--- config.mk ---
export PLATFORM = sky130hd
export DESIGN_NAME = iq_word_formatter_flat
export DESIGN_NICKNAME = d
export VERILOG_FILES = /design/src/rtl/iq_word_formatter_if.sv /design/src/rtl/iq_word_formatter.sv /design/src/flat_wrapper.sv
export SDC_FILE = /design/constraint.sdc
export NUM_CORES = 1
export LEC_CHECK = 0
export CAP_MARGIN = 0
export CORE_UTILIZATION = 50
export CTS_BUF_LIST = sky130_fd_sc_hd__clkbuf_8 sky130_fd_sc_hd__clkbuf_16
export CTS_CLUSTER_DIAMETER = 150
export DETAILED_ROUTE_END_ITERATION = 6
export GPL_ROUTABILITY_DRIVEN = 0
export GPL_TIMING_DRIVEN = 0
export PLACE_DENSITY = 0.7
export SYNTH_ARGS = -nofsm -noshare
export SYNTH_HDL_FRONTEND = slang
export SYNTH_SLANG_ARGS = --single-unit
--- constraint.sdc ---
create_clock -name clk -period 5.5 [get_ports clk]
set_input_delay 1.1 -clock clk [delete_from_list [all_inputs] [get_ports clk]]
set_output_delay 1.1 -clock clk [all_outputs]
set_load 0.02 [all_outputs]
--- src/rtl/iq_word_formatter_if.sv ---
// iq_word_formatter_if
//   Groups the streaming input from lvds_rx, the MCU gate, the spi_generator
//   busy flag and the formatted sample/strobe outputs of iq_word_formatter.
//   slave  : used by iq_word_formatter (consumes words, drives samples)
//   master : used by whatever drives the words and observes the samples
//
//   i_word        32  lvds_rx word {I_SYNC, I[13:1], I[0], Q_SYNC, Q[13:1], Q[0]}
//   i_word_valid   1  1-cycle strobe qualifying i_word
//   i_gate         1  stream enable; 0 discards input
//   i_spi_busy     1  OR of the I and Q spi_generator busy flags
//   o_i_data      16  formatted I sample
//   o_q_data      16  formatted Q sample
//   o_strobe       1  1-cycle data strobe to spi_generator
interface iq_word_formatter_if;
    logic [31:0] i_word;
    logic        i_word_valid;
    logic        i_gate;
    logic        i_spi_busy;
    logic [15:0] o_i_data;
    logic [15:0] o_q_data;
    logic        o_strobe;

    modport slave (
        input  i_word, i_word_valid, i_gate, i_spi_busy,
        output o_i_data, o_q_data, o_strobe
    );

    modport master (
        output i_word, i_word_valid, i_gate, i_spi_busy,
        input  o_i_data, o_q_data, o_strobe
    );
endinterface

--- src/rtl/iq_word_formatter.sv ---
// iq_word_formatter
//   Checks the I_SYNC/Q_SYNC fields of each lvds_rx word, sign-extends the
//   13-bit I and Q values to 16 bits, optionally decimates, buffers samples in
//   a DEPTH-entry FIFO and hands them one at a time to the spi_generator pair
//   with a strobe/busy handshake. Counts framing errors and FIFO overflows.
//
//   clk, rst         single clock, synchronous active-high reset
//   bus              iq_word_formatter_if.slave (word in, samples/strobe out)
//   o_sync_err_cnt   saturating count of gated words with bad sync
//   o_overflow_cnt   saturating count of words dropped on a full FIFO
//   o_fifo_level     current FIFO occupancy
//
//   Optional macro IQ_FMT_RAW_EN: raw debug mode. Sync is still counted but
//   every gated word is queued, and the word halves are passed through as-is.
module iq_word_formatter #(
    parameter int DEPTH   = 8,
    parameter int DECIM   = 1,
    parameter int MIN_GAP = 4
) (
    input  logic                     clk,
    input  logic                     rst,
    iq_word_formatter_if.slave       bus,
    output logic [15:0]              o_sync_err_cnt,
    output logic [15:0]              o_overflow_cnt,
    output logic [$clog2(DEPTH):0]   o_fifo_level
);
    localparam int AW = $clog2(DEPTH);
    localparam int LW = AW + 1;
    localparam int GW = $clog2(MIN_GAP + 1);

    typedef enum logic [1:0] {S_IDLE, S_ISSUE, S_HOLD, S_WAIT} state_t;

    // ---------------- input stage ----------------
    logic        take, sync_ok, advance;
    logic [31:0] fmt_word;
    logic [7:0]  dec_cnt;
    logic        in_push;
    logic [31:0] in_data;

    assign take    = bus.i_word_valid && bus.i_gate;
    assign sync_ok = (bus.i_word[31:30] == 2'b10) && (bus.i_word[15:14] == 2'b01);

`ifdef IQ_FMT_RAW_EN
    // Every gated word is queued; decimation still thins the gated stream.
    assign advance  = take;
    assign fmt_word = bus.i_word;
`else
    assign advance  = take && sync_ok;
    assign fmt_word = {{3{bus.i_word[29]}}, bus.i_word[29:17],
                       {3{bus.i_word[13]}}, bus.i_word[13:1]};
`endif

    always_ff @(posedge clk) begin
        if (rst) begin
            in_push        <= 1'b0;
            in_data        <= '0;
            dec_cnt        <= '0;
            o_sync_err_cnt <= '0;
        end else begin
            in_push <= 1'b0;
            if (take && !sync_ok && o_sync_err_cnt != 16'hFFFF)
                o_sync_err_cnt <= o_sync_err_cnt + 16'd1;
            if (advance) begin
                in_push <= (dec_cnt == 8'd0);
                in_data <= fmt_word;
                dec_cnt <= (dec_cnt == 8'(DECIM - 1)) ? 8'd0 : dec_cnt + 8'd1;
            end
        end
    end

    // ---------------- FIFO ----------------
    logic [31:0]   mem [DEPTH];
    logic [AW-1:0] wr_ptr, rd_ptr;
    logic [LW-1:0] count;
    logic          pop, wr_en, full, empty;

    assign full  = (count == LW'(DEPTH));
    assign empty = (count == '0);
    // A pop in the same cycle frees the slot, so a push on full is still accepted.
    assign wr_en = in_push && (!full || pop);
    assign o_fifo_level = count;

    always_ff @(posedge clk) begin
        if (wr_en)
            mem[wr_ptr] <= in_data;
    end

    always_ff @(posedge clk) begin
        if (rst) begin
            wr_ptr         <= '0;
            rd_ptr         <= '0;
            count          <= '0;
            o_overflow_cnt <= '0;
        end else begin
            if (wr_en)
                wr_ptr <= wr_ptr + 1'b1;
            if (pop)
                rd_ptr <= rd_ptr + 1'b1;
            case ({wr_en, pop})
                2'b10:   count <= count + 1'b1;
                2'b01:   count <= count - 1'b1;
                default: count <= count;
            endcase
            if (in_push && !wr_en && o_overflow_cnt != 16'hFFFF)
                o_overflow_cnt <= o_overflow_cnt + 16'd1;
        end
    end

    // ---------------- output FSM ----------------
    state_t        state_q, state_d;
    logic [GW-1:0] gap_q;

    always_ff @(posedge clk) begin
        if (rst) begin
            state_q      <= S_IDLE;
            gap_q        <= '0;
            bus.o_i_data <= '0;
            bus.o_q_data <= '0;
        end else begin
            state_q <= state_d;
            gap_q   <= (state_q == S_HOLD) ? gap_q + 1'b1 : '0;
            if (pop) begin
                bus.o_i_data <= mem[rd_ptr][31:16];
                bus.o_q_data <= mem[rd_ptr][15:0];
            end
        end
    end

    always_comb begin
        state_d      = state_q;
        pop          = 1'b0;
        bus.o_strobe = 1'b0;
        case (state_q)
            S_IDLE: begin
                if (!empty && !bus.i_spi_busy) begin
                    pop     = 1'b1;
                    state_d = S_ISSUE;
                end
            end
            S_ISSUE: begin
                bus.o_strobe = 1'b1;
                state_d      = S_HOLD;
            end
            S_HOLD: begin
                if (gap_q == GW'(MIN_GAP - 1))
                    state_d = S_WAIT;
            end
            S_WAIT: begin
                if (!bus.i_spi_busy)
                    state_d = S_IDLE;
            end
            default: state_d = S_IDLE;
        endcase
    end
endmodule

--- src/flat_wrapper.sv ---
// flat-port wrapper written by rule: the top's interface ports become plain ports
module iq_word_formatter_flat 
#(
    parameter int DEPTH   = 8,
    parameter int DECIM   = 1,
    parameter int MIN_GAP = 4
)
  (clk, rst, o_sync_err_cnt, o_overflow_cnt, o_fifo_level, bus_i_word, bus_i_word_valid, bus_i_gate, bus_i_spi_busy, bus_o_i_data, bus_o_q_data, bus_o_strobe);
  iq_word_formatter_if bus_i ();
  input  logic clk;
  input  logic rst;
  output logic [15:0] o_sync_err_cnt;
  output logic [15:0] o_overflow_cnt;
  output logic [$clog2(DEPTH):0] o_fifo_level;
  input wire logic [$bits(bus_i.i_word)-1:0] bus_i_word;
  input wire logic [$bits(bus_i.i_word_valid)-1:0] bus_i_word_valid;
  input wire logic [$bits(bus_i.i_gate)-1:0] bus_i_gate;
  input wire logic [$bits(bus_i.i_spi_busy)-1:0] bus_i_spi_busy;
  output wire logic [$bits(bus_i.o_i_data)-1:0] bus_o_i_data;
  output wire logic [$bits(bus_i.o_q_data)-1:0] bus_o_q_data;
  output wire logic [$bits(bus_i.o_strobe)-1:0] bus_o_strobe;
  assign bus_i.i_word = bus_i_word;
  assign bus_i.i_word_valid = bus_i_word_valid;
  assign bus_i.i_gate = bus_i_gate;
  assign bus_i.i_spi_busy = bus_i_spi_busy;
  assign bus_o_i_data = bus_i.o_i_data;
  assign bus_o_q_data = bus_i.o_q_data;
  assign bus_o_strobe = bus_i.o_strobe;
  iq_word_formatter #(.DEPTH(DEPTH), .DECIM(DECIM), .MIN_GAP(MIN_GAP)) u_core (.clk(clk), .rst(rst), .bus(bus_i), .o_sync_err_cnt(o_sync_err_cnt), .o_overflow_cnt(o_overflow_cnt), .o_fifo_level(o_fifo_level));
endmodule
# Yosys cells after proc, flatten, opt, wreduce, memory -nomap -nowiden
# Memories as Yosys holds them, arrays and structs flattened. A register that Yosys moved wholly into a read port is not among the register bits.
# Cells that the tools add are included.
[totals]
register_bits = 85
ram_bits = 256
in_bits = 37
out_inout_bits = 69
mem_count = 1
[op_classes]
addsub = 8
n_eq_ne = 14
mux = 11
n_bitwise = 2
reduce_logical = 22
[memory_table]
columns = ["memory", "words", "word_bits", "rd", "rd_clocked_by_memory_dff", "write_ports", "line_no", "text"]
rows = [
  ["u_core.mem", 8, 32, 1, 1, 1, "iq_word_formatter.sv:72", "logic [31:0] mem [DEPTH];"],
]
[op_table]
columns = ["operator", "count"]
rows = [
  ["adder 16 x 1 -> 16 bit (second input constant)", 2],
  ["inequality test 16 bit (second input constant)", 2],
  ["adder 3 x 1 -> 3 bit (second input constant)", 3],
  ["logical AND 1 bit", 9],
  ["adder 8 x 1 -> 8 bit (second input constant)", 1],
  ["== test 2 bit (second input constant)", 4],
  ["logical NOT 8 bit", 1],
  ["2-to-1 mux 8 bit", 1],
  ["case mux 2 bit (4 select lines)", 1],
  ["case mux 4 bit (2 select lines)", 1],
  ["== test 2 x 1 -> 1 bit (second input constant)", 3],
  ["2-to-1 mux 2 bit", 3],
  ["logical NOT 1 bit", 5],
  ["2-to-1 mux 1 bit", 5],
  ["adder 4 x 1 -> 4 bit (second input constant)", 1],
  ["== test 4 bit (second input constant)", 1],
  ["logical NOT 4 bit", 1],
  ["inequality test 2 bit (second input constant)", 2],
  ["OR reduction 2 bit", 2],
  ["subtractor 4 x 1 -> 4 bit (second input constant)", 1],
  ["== test 3 x 2 -> 1 bit (second input constant)", 1],
  ["AND reduction 3 bit", 1],
  ["logical NOT 2 bit", 1],
  ["inequality test 2 x 1 -> 1 bit (second input constant)", 1],
  ["other kinds (3)", 4],
]

# Depth between registers and ports, before layout
[logic_depth]
depth_word = 10
mapped_depth = 9
depth_no_buf = 9

# Worst setup path before layout
# OpenSTA, ideal clock, no wires.
[synth_path]
kind = "input-to-reg"
from = "input port bus_i_spi_busy"
to = "memory u_core.mem[0][0], enable pin"
t_arrival_ns = 4.053
path_slack_ns = 0.972
cell_stages = 3
path_cell_list = "nor2b_1 o31ai_2 nor4_1"
[synth_between]
elab_chain_cells = 8
[synth_rtl]
columns = ["element", "line_no", "text"]
rows = [
  ["from (decl)", "flat_wrapper.sv:18", "input wire logic [$bits(bus_i.i_spi_busy)-1:0] bus_i_spi_busy;"],
  ["logical NOT 1 bit", "iq_word_formatter.sv:135", "if (!empty && !bus.i_spi_busy) begin"],
  ["logical AND 1 bit", "iq_word_formatter.sv:135", ""],
  ["2-to-1 mux 1 bit", "iq_word_formatter.sv:135", ""],
  ["2-to-1 mux 1 bit", "iq_word_formatter.sv:133", "case (state_q)"],
  ["logical OR 1 bit", "iq_word_formatter.sv:80", "assign wr_en = in_push && (!full || pop);"],
  ["logical AND 1 bit", "iq_word_formatter.sv:80", ""],
  ["2-to-1 mux 1 bit", "iq_word_formatter.sv:84", "if (wr_en)"],
  ["2-to-1 mux 1 bit (implied by the code)", "iq_word_formatter.sv:85", "mem[wr_ptr] <= in_data;"],
  ["to (decl)", "iq_word_formatter.sv:72", ""],
]
# No other way between the ends.

# Worst setup path after layout
[layout_path]
from = "input port bus_i_spi_busy"
to = "memory u_core.mem[4][19], enable pin"
# The elaborated chain is that of the path after synthesis.

==> reports/metrics.yaml <==
cts_num_sinks: 316
core_um2: 25100
post_synthesis_cell_count: 882
design.portCount: 106
antenna_found_initial: 0
dr.first_iter.drc_count: 739
power_per_cell_area_nw_per_um2: 358
worstPathCellList: "clkdlybuf4s50_1, or2b_1, a31oi_1, nand2_1, nor3_2, buf_6, buf_8"
worst_hold_path.num_cells: 1
clk_transition_reported_paths_ns: 0.06
layout_setup_ws_ns: 1.52
max-clock-path-buffers: 3
crit_buf_inv: 3
worst_hold_path_type: "reg2reg"
placed_area_um2: 14400
cellInternalPower_mw: 4.16
die_y_um: 162
placed_cells_incl_taps: 1332
cpLargestDelayFamily: "simple AND/OR/NAND/NOR gates"
critical-path-max-stage-delay_ns: 0.79
synth_top_flop_cell: "sky130_fd_sc_hd__edfxtp_1"
min_delay_worst_endpoint: "u_core.gap_q[0]$_SDFF_PP0_"
fin_util_pct: 61.6
grt_pass1_vias: 8000
design_area_um2: 15500
nets: 1087
drv.max_cap_violation_count: 0
tightestPinTransition_ns: 0.961
tritoncts.num_buffers: 31
critical_path_peak_fanout: 10
synthesis.nets: 934
final-instance-count-excl-fill: 1389
run_status: "completed"
finalSetupViolations: 0
routed-via-count: 8003
post_cts_repair_timing_setup_buffer_count: 0
maxSlewHeadroom_pct: 36.0
netlist_area_um2: 12700
die_x_um: 162
post_route_cells_drive_above_1_share_pct: 15.3
start_util_pct: 50.7
die-area_um2: 26100
yosys.cell_types.count: 64
max-vdd-ir-drop_mv: 0.283
drcViolationCount: 0
critical_path_required_ns: 5.78
global_route.usage.total_pct: 23.1
ys_seq_area_share_pct: 66.1
post_cts_resized: 0
insertedDiodeCount: 0
synth_edf_count: 208
area_delta_synth_final_pct: 21.5
finalWorstPathRequiredPeriod_ns: 3.98
reg2reg_depth: 8
fraction_of_power_spent_switching_nets_pct: 25.0
count_of_endpoints_failing_hold_in_the_final_timing_report: 0
grt_start_max_net_pins: 20
finClkSkew_ns: 0.0194
syn-mean-instance-area_um2: 14.4
worstHoldStart: "u_core.gap_q[0]$_SDFF_PP0_"
switchingPower_mw: 1.38
drt_pass1_iterations: 5
static-leakage-power_nw: 4.75
critical_path_endpoint_category: "flop"
clock.fmax_ghz: 0.251
cts_root_buffer: "sky130_fd_sc_hd__clkbuf_16"
timing_worst_setup_path_type: "in2reg"
grt_setup_unrepaired: "no"
layout.cells.most_common: "sky130_fd_sc_hd__edfxtp_1"
wirelength_mm: 29.2
period_share_pct: 72.3
io_buffers: 102
detailedPlacementHpwl_mm: 19.2
timing.critical_path.from_type: "input pin"
rrSetupSlack_ns: 1.93
report.final.slew_viol_count: 0
r2r-start: "u_core.state_q[1]$_SDFFE_PP0P_"
first_pass_grt_wire_length_mm: 45.6
clk_latency_ns: 0.58
fin_total_pwr_mw: 5.54
floorplan.rows: 58
ys.warnings.count: 0
postSynth.asyncResetShare_pct: 0
wirelength_per_cell_um: 21.0
critical_path.slowest_cell: "sky130_fd_sc_hd__nor3_2"
critical_path.reg2reg.endpoint: "u_core.mem[4][19]$_DFFE_PP_"
number_of_flip_flops_and_latches_in_the_synthesized_netlist: 316
ant_nets: 0
via_per_inst: 5.76
comb_power_share_pct: 14.2
crit_arrival_ns: 4.25
ctsHoldBuffers: 0
commonest_non_fill_non_tap_cells_in_the_layout: "sky130_fd_sc_hd__edfxtp_1 (208), sky130_fd_sc_hd__dfxtp_1 (108), sky130_fd_sc_hd__clkdlybuf4s50_1 (102), sky130_fd_sc_hd__nand2_1 (77), sky130_fd_sc_hd__nor2_1 (57)"
power.clock.fraction_pct: 38.3
sequentialPowerShare_pct: 47.5
tritoncts: "done"
gr-total-overflow: 0
cts-htree-levels: 1
detailedPlace.worstSlack_ns: 1.02
how the worst max path moves through the flow:
stage,slack [ns],start,endpoint,depth (start not counted)
final,1.52,bus_i_spi_busy,u_core.mem[4][19]$_DFFE_PP_,7
after global routing,1.40,bus_i_spi_busy,u_core.mem[4][19]$_DFFE_PP_,7
after CTS,1.56,bus_i_spi_busy,u_core.mem[4][19]$_DFFE_PP_,7
after detailed placement,1.02,bus_i_spi_busy,u_core.mem[4][3]$_DFFE_PP_,7
after global placement,-2.62,bus_i_spi_busy,u_core.mem[0][3]$_DFFE_PP_,4
after floorplan,0.97,bus_i_spi_busy,u_core.mem[0][0]$_DFFE_PP_,3
metrics by stage:
| stage | hold WS [ns] | setup TNS [ns] |
|---|---|---|
| finish | 0.448 | 0 |
| global route | 0.474 | 0 |
| CTS | 0.464 | 0 |
| detailed placement | 0.414 | 0 |
| global placement | 0.414 | -179.90 |
| floorplan | 0.399 | 0 |
power groups by stage:
stage / sequential (mW) / combinational (mW) / clock, mW
after floorplan: 2.74 / 0.419 / 0
after global placement: 2.68 / 0.774 / 0
after detailed placement: 2.68 / 0.784 / 0
after CTS: 2.63 / 0.789 / 2.15
after global routing: 2.64 / 0.850 / 2.24
final: 2.63 / 0.784 / 2.12
worst reg2reg max path: cells and delay by family, from the launching register on:
kind | cells | cell delay (ns)
simple gates | 3 | 1.51
flops | 1 | 0.33
compound gates | 1 | 0.65
fa+ha+maj | 1 | 0.25
buf+inv | 3 | 0.56
cells in the mapped netlist, types with 2 or more instances:
library cell	instances	area [µm²]
sky130_fd_sc_hd__edfxtp_1	208	6250
sky130_fd_sc_hd__dfxtp_1	108	2160
sky130_fd_sc_hd__nand2_1	77	289
sky130_fd_sc_hd__nor2_1	60	225
sky130_fd_sc_hd__a21oi_1	52	260
sky130_fd_sc_hd__mux4_2	52	1170
sky130_fd_sc_hd__a211oi_1	30	225
sky130_fd_sc_hd__mux2i_1	27	270
sky130_fd_sc_hd__clkbuf_1	26	97.6
sky130_fd_sc_hd__nand3_1	18	90.1
sky130_fd_sc_hd__inv_1	17	63.8
sky130_fd_sc_hd__ha_1	14	175
sky130_fd_sc_hd__or4_1	14	105
sky130_fd_sc_hd__buf_2	13	65.1
sky130_fd_sc_hd__nand4_1	12	75.1
sky130_fd_sc_hd__o31ai_1	12	90.1
sky130_fd_sc_hd__nor2b_1	11	68.8
sky130_fd_sc_hd__nor4_1	11	68.8
sky130_fd_sc_hd__mux2_2	9	101
sky130_fd_sc_hd__nand2b_1	8	50.1
sky130_fd_sc_hd__nor3_1	8	40.0
sky130_fd_sc_hd__o21ai_0	8	40.0
sky130_fd_sc_hd__buf_4	7	52.6
sky130_fd_sc_hd__or3_1	6	37.5
sky130_fd_sc_hd__and4_1	5	43.8
sky130_fd_sc_hd__buf_1	5	18.8
sky130_fd_sc_hd__a31oi_1	4	25.0
sky130_fd_sc_hd__and2_1	4	25.0
sky130_fd_sc_hd__and3_1	4	25.0
sky130_fd_sc_hd__xnor2_1	4	35.0
sky130_fd_sc_hd__xor2_1	4	35.0
sky130_fd_sc_hd__a21o_1	3	22.5
sky130_fd_sc_hd__a311oi_1	3	26.3
sky130_fd_sc_hd__o41ai_1	3	26.3
sky130_fd_sc_hd__a2111oi_0	2	17.5
sky130_fd_sc_hd__a221oi_1	2	17.5
sky130_fd_sc_hd__mux2_1	2	22.5
sky130_fd_sc_hd__nand3b_1	2	15.0
sky130_fd_sc_hd__or4b_1	2	20.0
cell families (layout without fill, tap and decap cells):
| kind of cell | count (synthesis) | after routing | synth area share (%) |
|---|---|---|---|
| mux | 90 | 90 | 12.3 |
| flops | 316 | 316 | 66.1 |
| compound gates | 129 | 129 | 6.63 |
| buf+inv | 68 | 245 | 2.34 |
| simple gates | 256 | 256 | 10.6 |
| fa+ha+maj | 15 | 15 | 1.53 |
| xor+xnor | 8 | 8 | 0.550 |
sequential cells by signal, summed over array words and instances, names as in the netlist, 2 cells and up:
register / count
u_core.in_data: 26
u_core.bus.o_i_data: 13
u_core.o_sync_err_cnt: 16
u_core.o_overflow_cnt: 16
u_core.dec_cnt: 8
u_core.state_q: 2
u_core.wr_ptr: 3
u_core.gap_q: 3
u_core.o_fifo_level: 4
u_core.rd_ptr: 3
u_core.mem: 208
u_core.bus.o_q_data: 13
cell type report:
class,instances,area (µm²)
clock buffer,32,790
inverter,17,63.8
timing repair buffer,120,1260
sequential,316,8410
tap,330,413
buffer,51,234
multi-input combinational,498,4070
fill,1912,9640
clock inverter,25,233
layer usage:
metal	vias to the layer above	part of all wire (%)	GRT usage, %
met5	-	0	0
met4	0	2.0	6.35
met3	40	5.8	3.29
met2	247	49	38.1
met1	3997	43	32.3
li1	3719	-	-
Power figures use the tool's default switching activity.
